--- config.mk ---
export PLATFORM = sky130hd
export DESIGN_NAME = alu_op_encoder
export DESIGN_NICKNAME = d
export VERILOG_FILES = /design/src/rtl/alu_op_encoder.sv
export SDC_FILE = /design/constraint.sdc
export NUM_CORES = 1
export LEC_CHECK = 0
export BUFFER_PORTS_ARGS = -buffer_cell sky130_fd_sc_hd__clkbuf_2
export CAP_MARGIN = 20
export CORE_ASPECT_RATIO = 1.2
export CORE_UTILIZATION = 46
export CTS_CLUSTER_SIZE = 30
export DETAILED_ROUTE_END_ITERATION = 6
export GPL_TIMING_DRIVEN = 1
export HOLD_SLACK_MARGIN = 0.12
export MAX_ROUTING_LAYER = met4
export PLACE_DENSITY = 0.76
export SLEW_MARGIN = 20
export SYNTH_ARGS = -nofsm -noshare
export SYNTH_HDL_FRONTEND = slang
export SYNTH_SLANG_ARGS = --single-unit
--- constraint.sdc ---
create_clock -name clk -period 1.5 [get_ports clk]
set_input_delay 0.45 -clock clk [delete_from_list [all_inputs] [get_ports clk]]
set_output_delay 0.45 -clock clk [all_outputs]
set_load 0.01 [all_outputs]
--- src/rtl/alu_op_encoder.sv ---
`default_nettype none
// ============================================================================
// Module   : alu_op_encoder
// Purpose  : Decodes an instruction's ALUOp class, funct3 and funct7 fields
//            into an ALU operation code, behind a one-deep valid/ready
//            register stage. Illegal decodes are flagged and counted
//            (saturating at 255).
// Ports    : clk           - rising-edge clock
//            reset         - asynchronous reset, active-low
//            in_valid      - decode request present
//            in_ready      - request accepted this cycle
//            ALUOp         - 00 ld/st, 01 branch, 10 arithmetic, 11 LUI
//            Funct3        - instruction funct3 field
//            Funct7        - instruction funct7 field (only bit 5 is used)
//            RType         - 1 = register-register form
//            flush         - discard the held / incoming result
//            out_valid     - Operation/illegal are valid
//            out_ready     - consumer accepts Operation this cycle
//            Operation     - registered ALU operation code
//            illegal       - registered illegal-decode flag
//            illegal_count - saturating count of accepted illegal decodes
// Revision : 1.0 - initial release
// ============================================================================
module alu_op_encoder #(
    parameter int OPCODE_LENGTH = 4
) (
    input  logic                     clk,
    input  logic                     reset,
    input  logic                     in_valid,
    output logic                     in_ready,
    input  logic [1:0]               ALUOp,
    input  logic [2:0]               Funct3,
    input  logic [6:0]               Funct7,
    input  logic                     RType,
    input  logic                     flush,
    output logic                     out_valid,
    input  logic                     out_ready,
    output logic [OPCODE_LENGTH-1:0] Operation,
    output logic                     illegal,
    output logic [7:0]               illegal_count
);

    // Operation codes, zero-extended to the configured width.
    localparam logic [OPCODE_LENGTH-1:0] c_OP_AND  = OPCODE_LENGTH'(4'b0000);
    localparam logic [OPCODE_LENGTH-1:0] c_OP_OR   = OPCODE_LENGTH'(4'b0001);
    localparam logic [OPCODE_LENGTH-1:0] c_OP_ADD  = OPCODE_LENGTH'(4'b0010);
    localparam logic [OPCODE_LENGTH-1:0] c_OP_SUB  = OPCODE_LENGTH'(4'b0011);
    localparam logic [OPCODE_LENGTH-1:0] c_OP_XOR  = OPCODE_LENGTH'(4'b0100);
    localparam logic [OPCODE_LENGTH-1:0] c_OP_SRL  = OPCODE_LENGTH'(4'b0101);
    localparam logic [OPCODE_LENGTH-1:0] c_OP_SLL  = OPCODE_LENGTH'(4'b0110);
    localparam logic [OPCODE_LENGTH-1:0] c_OP_SRA  = OPCODE_LENGTH'(4'b0111);
    localparam logic [OPCODE_LENGTH-1:0] c_OP_BEQ  = OPCODE_LENGTH'(4'b1000);
    localparam logic [OPCODE_LENGTH-1:0] c_OP_LUI  = OPCODE_LENGTH'(4'b1001);
    localparam logic [OPCODE_LENGTH-1:0] c_OP_BNE  = OPCODE_LENGTH'(4'b1010);
    localparam logic [OPCODE_LENGTH-1:0] c_OP_BLT  = OPCODE_LENGTH'(4'b1011);
    localparam logic [OPCODE_LENGTH-1:0] c_OP_BGE  = OPCODE_LENGTH'(4'b1100);
    localparam logic [OPCODE_LENGTH-1:0] c_OP_SLT  = OPCODE_LENGTH'(4'b1110);
    localparam logic [OPCODE_LENGTH-1:0] c_OP_NONE = '0;
    localparam logic [7:0]               c_CNT_MAX = 8'hFF;

    logic [OPCODE_LENGTH-1:0] r_operation;
    logic                     r_illegal;
    logic                     r_out_valid;
    logic [7:0]               r_illegal_count;

    logic [OPCODE_LENGTH-1:0] w_op;
    logic                     w_illegal;
    logic                     w_xfer;
    logic                     w_alt;

    // Only Funct7[5] selects the alternate (SUB / SRA) encoding.
    assign w_alt = Funct7[5];

    // Remaining funct7 bits are architecturally don't-care.
    logic w_unused_funct7;
    assign w_unused_funct7 = &{1'b0, Funct7[6], Funct7[4:0]};

    always_comb begin
        w_op      = c_OP_NONE;
        w_illegal = 1'b0;
        case (ALUOp)
            2'b00: w_op = c_OP_ADD;
            2'b11: w_op = c_OP_LUI;
            2'b01: begin
                case (Funct3)
                    3'b000:  w_op = c_OP_BEQ;
                    3'b001:  w_op = c_OP_BNE;
                    3'b100:  w_op = c_OP_BLT;
                    3'b101:  w_op = c_OP_BGE;
                    default: w_illegal = 1'b1;
                endcase
            end
            default: begin
                case (Funct3)
                    // Immediate forms have no SUB, so the alt bit only
                    // matters for register-register ADD.
                    3'b000:  w_op = (RType && w_alt) ? c_OP_SUB : c_OP_ADD;
                    3'b001:  w_op = c_OP_SLL;
                    3'b010:  w_op = c_OP_SLT;
                    3'b100:  w_op = c_OP_XOR;
                    3'b101:  w_op = w_alt ? c_OP_SRA : c_OP_SRL;
                    3'b110:  w_op = c_OP_OR;
                    3'b111:  w_op = c_OP_AND;
                    default: w_illegal = 1'b1;
                endcase
            end
        endcase
    end

    assign in_ready = !r_out_valid || out_ready;
    assign w_xfer   = in_valid && in_ready;

    always_ff @(posedge clk or negedge reset) begin
        if (!reset) begin
            r_out_valid     <= 1'b0;
            r_operation     <= c_OP_NONE;
            r_illegal       <= 1'b0;
            r_illegal_count <= 8'd0;
        end else begin
            // Flush wins over any concurrent transfer and keeps that
            // request out of the illegal count.
            if (flush) begin
                r_out_valid <= 1'b0;
            end else if (w_xfer) begin
                r_out_valid <= 1'b1;
                r_operation <= w_op;
                r_illegal   <= w_illegal;
                if (w_illegal && (r_illegal_count != c_CNT_MAX)) begin
                    r_illegal_count <= r_illegal_count + 8'd1;
                end
            end else if (r_out_valid && out_ready) begin
                r_out_valid <= 1'b0;
            end
        end
    end

    assign out_valid     = r_out_valid;
    assign Operation     = r_operation;
    assign illegal       = r_illegal;
    assign illegal_count = r_illegal_count;

endmodule
`default_nettype wire

* Word-level counts from Yosys, hierarchy flattened *
Index checks and enable logic that the tools add are counted.

word-level totals
  bits in writable memories = 0
  bits of input ports = 18
  memories kept = 0
  latch bits = 0
  flip-flop bits (word level) = 14
  ROM bits = 0
  word-level logic and storage cells = 40
  output and inout bits = 15

cells by class
  muxes and demuxes = 11
  $mul = 0
  magnitude comparators = 0
  shift operators = 0
  reduce and logical (&&, ||, !) cells = 14
  bitwise gates (word level) = 1
  add/sub/neg operators = 1
  equal/unequal tests = 9
  div/mod/pow operators = 0

operators by type and width
  cell                 number
  $pmux 4 s6           1
  $pmux 4 s4           1
  $eq 3x3->1 const B   4
  $pmux 4 s3           1
  $add 8x1->8 const B  1
  $ne 8x8->1 const B   1
  $reduce_or 7->1      1
  $mux 1               6
  $logic_and 1x1->1    4
  $reduce_or 4->1      1
  $eq 3x1->1 const B   1
  $eq 3x2->1 const B   1
  $logic_not 3->1      1
  $reduce_and 3->1     1
  $reduce_bool 3->1    1
  $eq 2x1->1 const B   1
  $eq 2x2->1 const B   1
  $logic_not 2->1      1
  $mux 2               1
  $pmux 1 s2           1
  $reduce_and 2->1     1
  $reduce_or 2->1      1
  $logic_not 1->1      1
  $logic_or 1x1->1     1
  $not 1->1            1

* Longest topological paths before layout *
  word-level depth = 6
  depth in mapped cells = 5
  depth with buffers taken out = 5

* Worst setup path before layout *
Ideal clock, no wire load.

  path kind = input to register
  from = input Funct3[2]
  to = register r_illegal_count[6] (netlist: illegal_count[6])
  setup time = 125 ps
  buffers on the path = 1
  arrival = 1561 ps
  data required time = 1375 ps
  stages = 5
  setup slack = -186 ps
  cells stage by stage = buf_4 and4bb_1 o2111ai_4 nor3_1 mux2_2

on the way
  longest elaborated chain between the ends = 6
  elaborated cells between the ends (all ways) = 14
  classes of those cells = eq/ne: 6; mux: 3; reduce/logical: 5

ends and longest elaborated chain
  what                                                                 RTL line  RTL
  from (decl)                                                          32        input logic [2:0] Funct3,
  $eq 3x3->1, or another cell as far along                             94        case (Funct3)
  $reduce_or 7->1 (no line) / $reduce_or 4->1 (equally long branches)  n/a
  $mux 1, on equally long branches                                     94, 85
  $pmux 1 s2 (*)                                                       81        case (ALUOp)
  $logic_and 1x1->1 (*)                                                128       if (w_illegal && (r_illegal_count != c_CNT_MAX)) begin
  $reduce_and 3->1 (no line) (*)                                       n/a
  to (signal assigned)                                                 129       r_illegal_count <= r_illegal_count + 8'd1;
  to (decl)                                                            64        logic [7:0] r_illegal_count;

Mark *: on every way between the ends. The rest lies on a longest branch, timed or not.
A chain may end at the register's enable or synchronous reset.

* Final worst setup path *
  from = input ALUOp[0]
  to = register r_illegal_count[1] (netlist: illegal_count[1])

on the way
  longest elaborated chain between the ends = 5
  elaborated cells between the ends (all ways) = 7
  classes of those cells = eq/ne: 2; mux: 1; reduce/logical: 4

ends and longest elaborated chain
  what                                                  RTL line  RTL
  from (decl)                                           31        input logic [1:0] ALUOp,
  $eq 2x2->1 / $logic_not 2->1 (equally long branches)  81
  $reduce_or 2->1 (no line)                             n/a
  $pmux 1 s2 (*)                                        81
  $logic_and 1x1->1 (*)                                 128
  $reduce_and 3->1 (no line) (*)                        n/a

Marks and branches as above.

==> results.py <==
metrics = {
    "placement": {
        "gp_congestion": 0.736,
        "portBuffers": 26,
        "place.detailed.hpwl_um": 1450,
        "placedCellCount": 138,
    },
    "power_and_ir_drop": {
        "combPwrFrac_pct": 36.1,
        "cellLeakagePower_uw": 0.000560,
        "p_sw_share_pct": 33.2,
        "p_sw_uw": 355,
        "p_int_uw": 715,
        "seqPwrFrac_pct": 44.0,
        "powerDensity_nw_per_um2": 964,
        "pwr-share-clk_pct": 19.9,
        "peakVddDrop_uv": 609,
        "finalPower_uw": 1070,
    },
    "die": {
        "num_rows": 16,
        "coreArea_um2": 1660,
        "ioPinCount": 33,
        "die_h_um": 48.5,
        "die_width_um": 40.7,
        "die_area_um2": 1980,
        "start_util_pct": 49.8,
    },
    "cells_and_area": {
        "multi_input_area_um2": 454,
        "seqCellArea_um2": 350,
        "num_antenna_cells": 0,
        "layout_commonest_cell": "clkbuf_2",
        "final_layout_size_suffix_gt1_share_pct": 40.5,
        "nets": 147,
        "fillers": 148,
        "area_growth_pct": 34.0,
        "final_cell_mix": "clkbuf_2, buf_4, dfrtp_1",
        "stdcell_count": 144,
    },
    "setup_path": {
        "crit_type": "in2reg",
        "reg2reg_depth": 5,
        "critical_path_buf_inv_count": 1,
        "cp-end-kind": "flip-flop",
        "arrival_ps": 1600,
        "crit_chain": "clkbuf_2 > and4bb_1 > o2111ai_4 > nor2_2 > mux2_4",
        "cpMaxStageDelayCell": "and4bb_1",
        "worst-path-stages": 5,
        "start_kind": "input pin",
        "crit_required_ps": 1660,
        "max_stage_delay_ps": 330,
        "path_delay_family": "simple AND/OR/NAND/NOR gates",
        "critPathMaxFanout": 8,
    },
    "clock_tree": {
        "root_buffer": "clkbuf_4",
        "cts_max_level": 1,
        "cts_buffers": 3,
        "clk_transition_reported_paths_ps": 80,
        "cts_num_sinks": 14,
        "cts_tree": "done",
        "worstSkewPairLatency_ps": 280,
        "cts.path.max_buffers": 2,
    },
    "timing": {
        "hold_viol_final": 0,
        "rsz0062_at_grt": "true",
        "finalSetupViolations": 0,
        "tightest_slew_ps": 359,
        "max_freq_mhz": 695,
        "period_needed_ps": 1440,
        "max_slew_margin_pct": 76.1,
        "clock_skew_ps": 8.29,
        "slew_viol_final": 0,
        "finalCritPeriodShare_pct": 96.0,
    },
    "detailed_routing": {
        "drtAntennaViolNets": 0,
        "drc": 0,
        "routedWlPerCell_um": 13.4,
        "drtPass1Iterations": 4,
        "wirelength_um": 1930,
        "routed_via_density": 5.49,
        "drt_iter0_drc": 18,
        "vias": 790,
    },
    "synth": {
        "syn_area_per_cell_um2": 9.74,
        "yosysWarnings": 0,
        "netlist-cell-type-count": 35,
        "synth_nets": 104,
        "syn_area_um2": 828,
        "ys_seq_area_share_pct": 42.3,
        "netlist_instances": 85,
        "synth_seq_cells": 14,
    },
    "grt": {
        "grtUsageTotal_pct": 23.6,
        "grt_overflow": 0,
        "grt_max_degree": 15,
        "grt_pass1_wl_um": 3150,
        "grt_pass1_vias": 778,
        "antenna_found_initial": 0,
    },
    "status": {
        "outcome": "completed",
    },
    "worst_hold_path": {
        "whs_path_depth": 2,
        "hold_class": "in2reg",
    },
    "flow_run": {
        "maxCapViolCount": 0,
    },
}
==> Yosys cell counts (all sizes together) <==
library cell / n / share of area (%)
a21o: 1 / 0.91
a21oi: 4 / 2.4
a221oi: 1 / 1.1
a31oi: 2 / 1.5
and2: 1 / 0.76
and2b: 1 / 0.91
and4: 1 / 1.1
and4bb: 1 / 1.5
buf: 4 / 3.5
dfrtp: 14 / 42
ha: 1 / 1.5
inv: 2 / 0.91
mux2: 2 / 2.7
nand2: 9 / 4.1
nand2b: 5 / 3.8
nand3: 2 / 1.2
nand4: 1 / 0.76
nand4b: 1 / 1.1
nor2: 5 / 2.6
nor2b: 3 / 2.3
nor3: 5 / 3.6
nor3b: 1 / 0.91
nor4: 1 / 1.5
nor4b: 1 / 1.1
o2111ai: 1 / 3.2
o21ai: 5 / 3.0
o21bai: 1 / 0.91
o22ai: 1 / 0.76
o31ai: 1 / 0.91
xor2: 7 / 7.4
==> area by class of cell <==
cell class | count | area share [%]
sequential | 14 | 31.6
inverter | 2 | 0.676
multi-input combinational | 65 | 40.9
tap | 18 | 2.03
timing repair buffer | 42 | 22.8
clock buffer | 3 | 2.03
==> state kept, by name (all words and copies together), names as in the netlist <==
name	count
out_valid	1
Operation	4
illegal	1
illegal_count	8
==> cells by family (layout without fill, tap and decap cells) <==
kind of cell | count (synthesis) | count (layout) | synth area share, %
simple gates | 38 | 38 | 27.0
flops | 14 | 14 | 42.3
compound gates | 17 | 17 | 14.7
mux | 2 | 2 | 2.72
xor+xnor | 7 | 7 | 7.40
fa+ha+maj | 1 | 1 | 1.51
buf+inv | 6 | 47 | 4.38
==> worst paths after layout <==
path / slack (ps) / start / endpoint
max: 60 / ALUOp[0] / illegal_count[1]$_DFFE_PN0P_
min reg2reg: 480 / Operation[0]$_DFFE_PN0P_ / Operation[0]$_DFFE_PN0P_
min in group asynchronous: 620 / reset / illegal_count[7]$_DFFE_PN0P_
min: 340 / flush / out_valid$_DFFE_PN0P_
max in group asynchronous: 610 / reset / illegal_count[4]$_DFFE_PN0P_
max reg2reg: 90 / out_valid$_DFFE_PN0P_ / illegal_count[1]$_DFFE_PN0P_
==> worst reg2reg max path, stage by stage, from the launching register on <==
cell and delay (ps):
dfrtp_1 390, nand2b_1 90, buf_4 120, o2111ai_4 190
nor2_2 200, mux2_4 320
==> per-stage QoR <==
stage,hold slack (ps),utilization [%],setup WS [ps],cell area (µm²),setup TNS [ps]
global route,348,66.8,-13.8,1110,-32.4
finish,344,66.8,60.2,1110,0
CTS,334,66.1,8.18,1100,0
floorplan,154,-,-133,845,-300
detailed placement,378,63.7,-216,1060,-1020
global placement,372,63.7,-202,1060,-833
==> what timing repair did <==
item | in CTS | in global routing
buffers inserted | 1 | 1
endpoints found under the setup margin | 1 | 8
gates resized for setup | 0 | 1
gates cloned | 0 | 0
hold endpoints to repair | 14 | 0
pin swaps | 0 | 1
hold buffers | 1 | 0
==> power by group through the flow <==
stage,clock network (µW),registers [µW],logic [µW]
floorplan,0,535,138
global route,231,477,435
finish,213,470,386
detailed placement,0,478,386
global placement,0,474,370
CTS,212,471,392
==> per-layer routing <==
metal,vias up,global-route usage [%],wire length (µm)
li1,389,-,-
met1,375,25.2,816
met2,22,38.9,1020
met3,4,4.59,60
met4,0,11.7,34
met5,-,-,0
(Power assumes the default switching activity.)
